File: src/rtl/rom_arb_pkg.sv
// Shared types and defaults for the instruction ROM arbiter.
// Latency: n/a (types only).
// Backpressure: n/a (types only).
package rom_arb_pkg;

  // Which master the ROM served in the previous cycle; steers the registered read data.
  typedef enum logic [1:0] {
    OWN_NONE = 2'd0,
    OWN_M0   = 2'd1,
    OWN_M1   = 2'd2
  } owner_e;

  localparam int DEFAULT_MAX_WAIT = 4;

endpackage

File: src/rtl/rom_arbiter.sv
// Shares one combinational instruction ROM between CPU fetch (m0) and APB readback (m1).
// Latency: grant is combinational in cycle N; rdata/rvalid/err are registered and appear in cycle N+1.
// Backpressure: a requester holds req/addr until its gnt; m0 has priority, and m1 is force-granted after MAX_WAIT denials.
//
// Ports:
//   clk, reset         - rising-edge clock, asynchronous active-high reset
//   m0_req/addr/gnt    - fetch request, byte address, combinational grant
//   m0_rvalid/rdata/err- registered fetch response (err = misaligned address)
//   m1_*               - same set for the readback master
//   rom_addr/rom_data  - address to and combinational data from the external rom
module rom_arbiter
  import rom_arb_pkg::*;
#(
  parameter int ADDR_W   = 32,
  parameter int DATA_W   = 32,
  parameter int MAX_WAIT = DEFAULT_MAX_WAIT
) (
  input  logic              clk,
  input  logic              reset,
  input  logic              m0_req,
  input  logic [ADDR_W-1:0] m0_addr,
  output logic              m0_gnt,
  output logic              m0_rvalid,
  output logic [DATA_W-1:0] m0_rdata,
  output logic              m0_err,
  input  logic              m1_req,
  input  logic [ADDR_W-1:0] m1_addr,
  output logic              m1_gnt,
  output logic              m1_rvalid,
  output logic [DATA_W-1:0] m1_rdata,
  output logic              m1_err,
  output logic [ADDR_W-1:0] rom_addr,
  input  logic [DATA_W-1:0] rom_data
);

  localparam int CNT_W = $clog2(MAX_WAIT + 1);
  localparam logic [CNT_W-1:0] CNT_MAX = CNT_W'(MAX_WAIT);

  logic [CNT_W-1:0] wait_cnt;
  owner_e           winner;
  owner_e           owner_q;
  logic             err_q;
  logic             misaligned;

  // Grant selection. Grants are suppressed while reset is held so that a
  // request present during reset never reaches the ROM.
  always_comb begin
    winner   = OWN_NONE;
    m0_gnt   = 1'b0;
    m1_gnt   = 1'b0;
    rom_addr = '0;
    if (!reset) begin
      if (m1_req && (wait_cnt == CNT_MAX)) begin
        winner = OWN_M1;
      end else if (m0_req) begin
        winner = OWN_M0;
      end else if (m1_req) begin
        winner = OWN_M1;
      end
    end
    case (winner)
      OWN_M0: begin
        m0_gnt   = 1'b1;
        rom_addr = m0_addr;
      end
      OWN_M1: begin
        m1_gnt   = 1'b1;
        rom_addr = m1_addr;
      end
      default: ;
    endcase
  end

  // rom ignores addr[1:0]; the access still happens, only the flag is raised.
  assign misaligned = (rom_addr[1:0] != 2'b00);

  // Starvation counter: counts consecutive cycles m1 asked and lost.
  always_ff @(posedge clk or posedge reset) begin
    if (reset) begin
      wait_cnt <= '0;
    end else if (m1_req && !m1_gnt) begin
      if (wait_cnt != CNT_MAX) begin
        wait_cnt <= wait_cnt + CNT_W'(1);
      end
    end else begin
      wait_cnt <= '0;
    end
  end

  // Response registers. Only the winner's rdata is updated; the other master's
  // rdata keeps its last value.
  always_ff @(posedge clk or posedge reset) begin
    if (reset) begin
      owner_q  <= OWN_NONE;
      err_q    <= 1'b0;
      m0_rdata <= '0;
      m1_rdata <= '0;
    end else begin
      owner_q <= winner;
      err_q   <= misaligned;
      if (winner == OWN_M0) begin
        m0_rdata <= rom_data;
      end
      if (winner == OWN_M1) begin
        m1_rdata <= rom_data;
      end
    end
  end

  assign m0_rvalid = (owner_q == OWN_M0);
  assign m1_rvalid = (owner_q == OWN_M1);
  assign m0_err    = m0_rvalid && err_q;
  assign m1_err    = m1_rvalid && err_q;

endmodule

File: config.mk
export PLATFORM = sky130hd
export DESIGN_NAME = rom_arbiter
export DESIGN_NICKNAME = d
export VERILOG_FILES = /design/src/rtl/rom_arb_pkg.sv /design/src/rtl/rom_arbiter.sv
export SDC_FILE = /design/constraint.sdc
export NUM_CORES = 1
export LEC_CHECK = 0
export BUFFER_PORTS_ARGS = -buffer_cell sky130_fd_sc_hd__buf_2
export CORE_MARGIN = 4
export CORE_UTILIZATION = 39
export CTS_CLUSTER_SIZE = 16
export DETAILED_ROUTE_END_ITERATION = 8
export HOLD_SLACK_MARGIN = 0.12
export PLACE_DENSITY = 0.74
export SLEW_MARGIN = 10
export SYNTH_ARGS = -nofsm -noshare
export SYNTH_HDL_FRONTEND = slang
export SYNTH_SLANG_ARGS = --single-unit
File: constraint.sdc
create_clock -name clk -period 4.6 [get_ports clk]
set_input_delay 0.46 -clock clk [delete_from_list [all_inputs] [get_ports clk]]
set_output_delay 0.46 -clock clk [all_outputs]
set_load 0.03 [all_outputs]
### Word level (Yosys, flattened, before mapping)

Index checks and enable logic that the tools add are counted.
W data, S select, Z words.

* add/subtract/negate cells: 1
* reductions and logical operators: 6
* equality and inequality tests: 7
* muxes and demuxes: 9

Operators by type and width (count)
* $pmux W32 S2: 1
* $mux W2: 4
* $mux W3: 2
* $eq A2 B1 Y1 const B: 2
* $eq A2 B2 Y1 const B: 2
* $logic_and A1 B1 Y1: 4
* $add A3 B1 Y3 const B: 1
* $eq A3 B3 Y1 const B: 1
* $ne A3 B3 Y1 const B: 1
* $mux W1: 2
* $ne A2 B1 Y1 const B: 1
* $reduce_bool A2 Y1: 1
* $logic_not A1 Y1: 1

* logic and storage cells: 28
* output and inout bits: 102
* bits in registers: 70
* bits of input ports: 100

### Depth between registers and ports, before layout

Gate-level depths: netlist (run 1).

* word-level depth: 9
* mapped depth: 9
* depth with buffers taken out: 7

### Least setup slack after synthesis (run 1)

OpenSTA, ideal clock, no wires.

* path type: in2out
* start point: input reset
* end point: output rom_addr[10]
* required time: 4140 ps
* setup slack: 594 ps
* buffers on the path: 2
* data arrival time: 3546 ps
* stages: 7
* cell sequence: inv_1 and3_1 ha_1 buf_6 buf_2 a22oi_1 nor2_1

* word-level cells in the longest chain between the ends: 3
* elaborated cells on any way between the ends: 4
* classes of those cells: eq/ne: 2; mux: 2

RTL lines
* from (decl): line rom_arbiter.sv:19 `input logic reset,`
* $mux W2 *: line rom_arbiter.sv:52 `if (!reset) begin`
* named net winner[0]: line rom_arbiter.sv:40 `owner_e winner;`
* $eq A2 B2 Y1 / $eq A2 B1 Y1 (equally long branches): line rom_arbiter.sv:61 `case (winner)`
* $pmux W32 S2 *: line rom_arbiter.sv:61
* to (decl): line rom_arbiter.sv:32 `output logic [ADDR_W-1:0] rom_addr,`

The timed path passes the listed nets; every way through them passes the cells marked *.

### Worst setup path after layout (run 1)

* start point: register wait_cnt[0]
* end point: output rom_addr[0]

* word-level cells in the longest chain between the ends: 6
* elaborated cells on any way between the ends: 7
* classes of those cells: eq/ne: 3; mux: 3; reduce/logical: 1

RTL lines
* from (decl): line rom_arbiter.sv:39 `logic [CNT_W-1:0] wait_cnt;`
* from (signal assigned): line rom_arbiter.sv:83 `wait_cnt <= wait_cnt + CNT_W'(1);`
* $eq A3 B3 Y1 *: line rom_arbiter.sv:53 `if (m1_req && (wait_cnt == CNT_MAX)) begin`
* $logic_and A1 B1 Y1 *: line rom_arbiter.sv:53
* $mux W2 *: line rom_arbiter.sv:53
* $mux W2 *: line rom_arbiter.sv:52
* named net winner[1]: line rom_arbiter.sv:40
* $eq A2 B2 Y1 / $eq A2 B1 Y1 (equally long branches): line rom_arbiter.sv:61
* $pmux W32 S2 *: line rom_arbiter.sv:61

Marked as above.

==> results of run 1 <==
[final timing paths]
kind,startpoint,end,slack (ns),depth (start not counted)
worst max register to register,wait_cnt[0],m1_rdata[5],1.71,7
worst min register to register,m0_rdata[30],m0_rdata[30],0.50,1
worst min-delay path,reset,m1_rdata[14],0.16,2
max in group asynchronous,reset,wait_cnt[1],3.44,3
min in group clk,rom_data[18],m0_rdata[18],0.36,2
worst max-delay path,wait_cnt[0],rom_addr[0],0.93,8
[sequential cells by signal, indices dropped and copies added (netlist names)]
signal	cells
wait_cnt	3
m0_rdata	32
owner_q	2
err_q	1
m1_rdata	32
[per-stage QoR]
step | cell area, sq um | worst slack [ns] | util (%)
2_1_floorplan | 3400 | 0.594 | -
3_3_place_gp | 4420 | 1.49 | 53.0
3_5_place_dp | 4420 | 1.33 | 53.0
4_1_cts | 4600 | 0.952 | 55.2
5_1_grt | 4600 | 0.654 | 55.2
6_report | 4600 | 0.934 | 55.2
[placed cells by master (no fill, tap or decap), types with 2 or more instances in the layout]
| cell | instances |
|---|---|
| nor2b_1 | 2 |
| dfrtp_1 | 70 |
| ha_1 | 3 |
| clkbuf_8 | 9 |
| mux2_4 | 57 |
| buf_2 | 201 |
| nand3_1 | 4 |
| and2_1 | 2 |
| inv_1 | 3 |
| mux2_2 | 7 |
| inv_6 | 3 |
| a22oi_1 | 32 |
| nor2_1 | 33 |
| clkinvlp_4 | 2 |
| a21oi_1 | 3 |
| buf_4 | 2 |
[area by class of cell]
type / instances / area [sq um] / share of cell area (%)
Tap cell: 105 / 131 / 2.85
Sequential cell: 70 / 1750 / 38.0
Clock buffer: 9 / 124 / 2.69
Multi-Input combinational cell: 154 / 1500 / 32.6
Timing Repair Buffer: 203 / 1020 / 22.2
Inverter: 4 / 15.0 / 0.326
Clock inverter: 7 / 61.3 / 1.33
[where the power goes]
group          switching (uW)  leakage, uW  internal (uW)
Sequential               67.5     0.000835            737
Combinational             439      0.00150            294
Clock                     263    0.0000888            206
[synthesized netlist by cell type]
| cell type | count | share of area, % |
|---|---|---|
| inv_1 | 4 | 0.44 |
| ha_1 | 5 | 1.8 |
| a22oi_1 | 32 | 7.1 |
| nand3_1 | 4 | 0.59 |
| dfrtp_1 | 70 | 52 |
| nor2b_1 | 2 | 0.37 |
| and2_1 | 2 | 0.37 |
| nor3_1 | 1 | 0.15 |
| nand2b_1 | 1 | 0.18 |
| a211oi_1 | 1 | 0.22 |
| a21o_1 | 1 | 0.22 |
| clkbuf_2 | 2 | 0.29 |
| a21oi_1 | 3 | 0.44 |
| nand2_1 | 1 | 0.11 |
| and3_1 | 1 | 0.18 |
| and3b_1 | 1 | 0.26 |
| buf_6 | 7 | 2.3 |
| buf_2 | 6 | 0.88 |
| a21bo_2 | 1 | 0.29 |
| mux2_2 | 7 | 2.3 |
| buf_8 | 1 | 0.44 |
| mux2_4 | 57 | 25 |
| nor2_1 | 33 | 3.6 |
| clkbuf_1 | 3 | 0.33 |
| a211o_1 | 1 | 0.26 |
[kinds of logic after synthesis]
kind of cell	count (synthesis)
multiplexers	64
buffers and inverters	23
AO/OA/AOI/OAI	39
AND/OR/NAND/NOR	46
flip-flops	70
adder cells (fa/ha/maj)	5
[metal layers]
layer,vias to the layer above,track usage (%),part of all wire [%]
li1,1263,-,-
met1,1312,20.5,39
met2,124,31.3,52
met3,11,4.82,6.9
met4,0,6.85,1.8
met5,-,0,0
[critical path, delay by kind of cell, from the launching register on]
kind	cells	cell delay, ns
flops	1	0.42
compound gates	2	0.69
fa+ha+maj	2	1.21
buf+inv	2	0.28
simple gates	2	0.25
==> flow_summary.ini, run 1 <==
[cts]
cts_max_level = 3
cts_setup_buffers = 0
cts_sinks = 70
cts_buffers = 9
cts_buffer_depth = 2
ctsResizeCount = 0
cts-root-buf = clkbuf_8
insertion_delay_ns = 0.34
clk_pin_slew_worst_paths_ns = 0.09
cts_hold_buf = 0
cts_tree = yes

[synthesis]
synth_warnings = 0
synth-simple-area-share_pct = 5.86
synth-seq-cells = 70
synth_nets = 352
synth_top_family_by_area = multiplexers
synthXorXnorAreaFrac_pct = 0
synthAdderAreaFrac_pct = 1.84
ys_types = 25
synth-compound-area-share_pct = 8.51
netlist_instances = 247
yosysSeqAreaShare_pct = 51.6
syn_avg_cell_area_sq_um = 13.8
synth_mux_area_share_pct = 27.5
synth_area_sq_um = 3400

[power_and_ir_drop]
irDropWorstVdd_mv = 0.276
power.density_nw_per_um2 = 436
p_leak_uw = 0.00242
totalPowerFinal_uw = 2010

[setup_path]
critPathKind = flip-flop to output port
slowest_stage = ha_1
cpMostUsedCell = ha_1
end_kind = output port
cp.required_ns = 4.14
crit_arrival_ns = 3.21
cp_cell_sequence = inv_1 -> ha_1 -> nand2_1 -> a211oi_1 -> ha_1 -> a22oi_1 -> nor2_1 -> buf_2
crit_fanout = 32
critPathLaunchType = flip-flop
critPathMaxStageDelay_ns = 0.96

[sta]
rsz0062_at_grt = no
fmax_mhz = 273
maxSlewViolCount = 0
slew_headroom_pct = 27.6
timing.final.crit_share_pct = 79.7
final_hold_viol_count = 0
clock-skew-final_ns = 0.0114
tightest_slew_ns = 1.09
hold_ws_ns = 0.162
fin_crit_ns = 3.67
setup_viol_count_final = 0
fin_tns_setup_ns = 0

[worst_hold_path]
hold_path_class = input port to async pin

[detailed_routing]
wl_per_cell_um = 16.9
vias_per_cell = 4.91
drt_iter0_drc = 110
vias = 2710
firstDrtPassIters = 4
drtAntennaViolNets = 0
drc = 0
wirelength_mm = 9.33

[finish]
fill_cells = 734
syn2layout_area_growth_pct = 35.5
instances_no_fill = 552
drive_gt1_share_pct = 64.2
nets = 547
num_antenna_cells = 0

[grt]
grt_max_degree = 66
overflow = 0
grt_pass1_wl_mm = 14.2
grt_pass1_vias = 2770
antenna_found_initial = 0
grt_util_all_layers_pct = 17.8

[floorplan]
fp.dieH_um = 101
die_x_um = 101
die_area_sq_um = 10300
initial_core_util_pct = 40.7
rows = 33
core-area_sq_um = 8340
io_pins = 202

[job]
cap_viol_max_count = 0

[placed_design]
dp_cells = 536
portBuffers = 201
globalplace.congestion = 0.830
dp_hpwl_mm = 6.97

[outcome]
status = finished clean
Power figures use the tool's default switching activity.
==> run 2: changes to the inputs <==
==> constraint.sdc (replaced) <==
create_clock -name clk -period 3.7 [get_ports clk]
set_input_delay 0.37 -clock clk [delete_from_list [all_inputs] [get_ports clk]]
set_output_delay 0.37 -clock clk [all_outputs]
set_load 0.03 [all_outputs]
==> flow_summary.ini, run 2 (synthesis results as in run 1) <==
[outcome]
status = finished clean

[cts]
ctsResizeCount = 0
clk_pin_slew_worst_paths_ns = 0.09
cts_hold_buf = 0
cts_max_level = 3
cts_buffer_depth = 2
cts_tree = yes
insertion_delay_ns = 0.35
cts-root-buf = clkbuf_8
cts_sinks = 70
cts_buffers = 9
cts_setup_buffers = 0

[sta]
slew_headroom_pct = 42.0
fin_tns_setup_ns = 0
fin_crit_ns = 3.09
timing.final.crit_share_pct = 83.4
final_hold_viol_count = 0
rsz0062_at_grt = no
clock-skew-final_ns = 0.0128
fmax_mhz = 324
setup_viol_count_final = 0
tightest_slew_ns = 0.870
hold_ws_ns = 0.258
maxSlewViolCount = 0

[finish]
syn2layout_area_growth_pct = 36.1
utilization_pct = 55.4
drive_gt1_share_pct = 64.4
num_antenna_cells = 0
nets = 549
final_common_cell = buf_2
most-common-layout-cells = buf_2 (201), dfrtp_1 (70), mux2_4 (57)
top_regs = m0_rdata (32), m1_rdata (32), wait_cnt (3)

[setup_path]
crit_arrival_ns = 2.72
critPathLaunchType = flip-flop
critPathKind = flip-flop to output port
end_kind = output port
cp.required_ns = 3.33
crit_fanout = 29

[placed_design]
dp_hpwl_mm = 6.75
globalplace.congestion = 0.749
portBuffers = 201

[grt]
grt_pass1_vias = 2787
grt_pass1_wl_mm = 14.2
antenna_found_initial = 0
overflow = 0
grt_util_all_layers_pct = 17.5
grt_max_degree = 71

[power_and_ir_drop]
power.density_nw_per_um2 = 533
irDropWorstVdd_mv = 0.229
p_leak_uw = 0.00243

[detailed_routing]
wl_per_cell_um = 16.5
drt_iter0_drc = 85
vias = 2710
wirelength_mm = 9.12
vias_per_cell = 4.89
drc = 0
drtAntennaViolNets = 0
firstDrtPassIters = 4

[worst_hold_path]
hold_path_class = input port to flip-flop

[job]
cap_viol_max_count = 0

[floorplan]
core-area_sq_um = 8340
io_pins = 202
fp.dieH_um = 101
die_x_um = 101
die_area_sq_um = 10300
initial_core_util_pct = 40.7
rows = 33
==> run 2: changes by cell type in the layout (fill, tap and decap cells not counted) <==
cell / change
clkinvlp_4: +1
buf_4: +1
clkinv_4: -1
clkinv_2: +3
inv_8: -1
inv_2: -1
inv_6: -1
buf_12: +1
==> run 2: area by class of cell <==
type                    count  area (sq um)
well taps                 105           131
flip-flops and latches     70          1750
clock buffers               9           124
inverters                   4          18.8
repair buffers            205          1050
fillers                   699          3720
multi-input cells         154          1500
clock inverters             7          47.5
==> run 2: report_power, final <==
group | switching [uW] | leakage (uW) | total, uW | internal, uW
logic | 542 | 0.00151 | 908 | 366
registers | 83.0 | 0.000835 | 999 | 916
clock network | 312 | 0.0000858 | 556 | 244
total | 936 | 0.00243 | 2460 | 1530
==> run 2: metal layers <==
layer	vias to the layer above	global-route usage, %	wire length, um
met5	-	0	0
met4	0	6.54	166
met3	15	5.10	683
met2	106	29.2	4760
met1	1321	21.5	3510
li1	1268	-	-
==> run 2: final timing paths <==
path	start	to	slack (ns)	cells after the start
worst max-delay path	wait_cnt[0]	rom_addr[1]	0.61	9
worst min-delay path	rom_data[18]	m0_rdata[18]	0.26	2
worst max register to register	wait_cnt[0]	m1_rdata[4]	1.08	7
worst min register to register	m0_rdata[27]	m0_rdata[27]	0.51	1
max in group asynchronous	reset	m1_rdata[10]	2.79	3
min in group asynchronous	reset	m1_rdata[6]	0.37	3
==> run 2: metrics by stage <==
| stage | instance area, sq um | cells | setup slack, ns | total power [uW] |
|---|---|---|---|---|
| after CTS | 4620 | 554 | 0.591 | 2500 |
| after detailed placement | 4450 | 538 | 0.998 | 1930 |
| after global routing | 4620 | 554 | 0.373 | 2580 |
| after floorplan | 3400 | 247 | 0.475 | 1640 |
| final | 4620 | 554 | 0.614 | 2460 |
| after global placement | 4450 | 538 | 1.04 | 1910 |
==> run 2: worst max-delay path, stage by stage, from the launching register on <==
cell and delay, ns:
dfrtp_1 0.41, inv_1 0.07, ha_1 0.27, nand2_1 0.11
a211oi_1 0.39, ha_1 0.32, buf_4 0.32, a22oi_1 0.16
nor2_1 0.11, buf_2 0.21
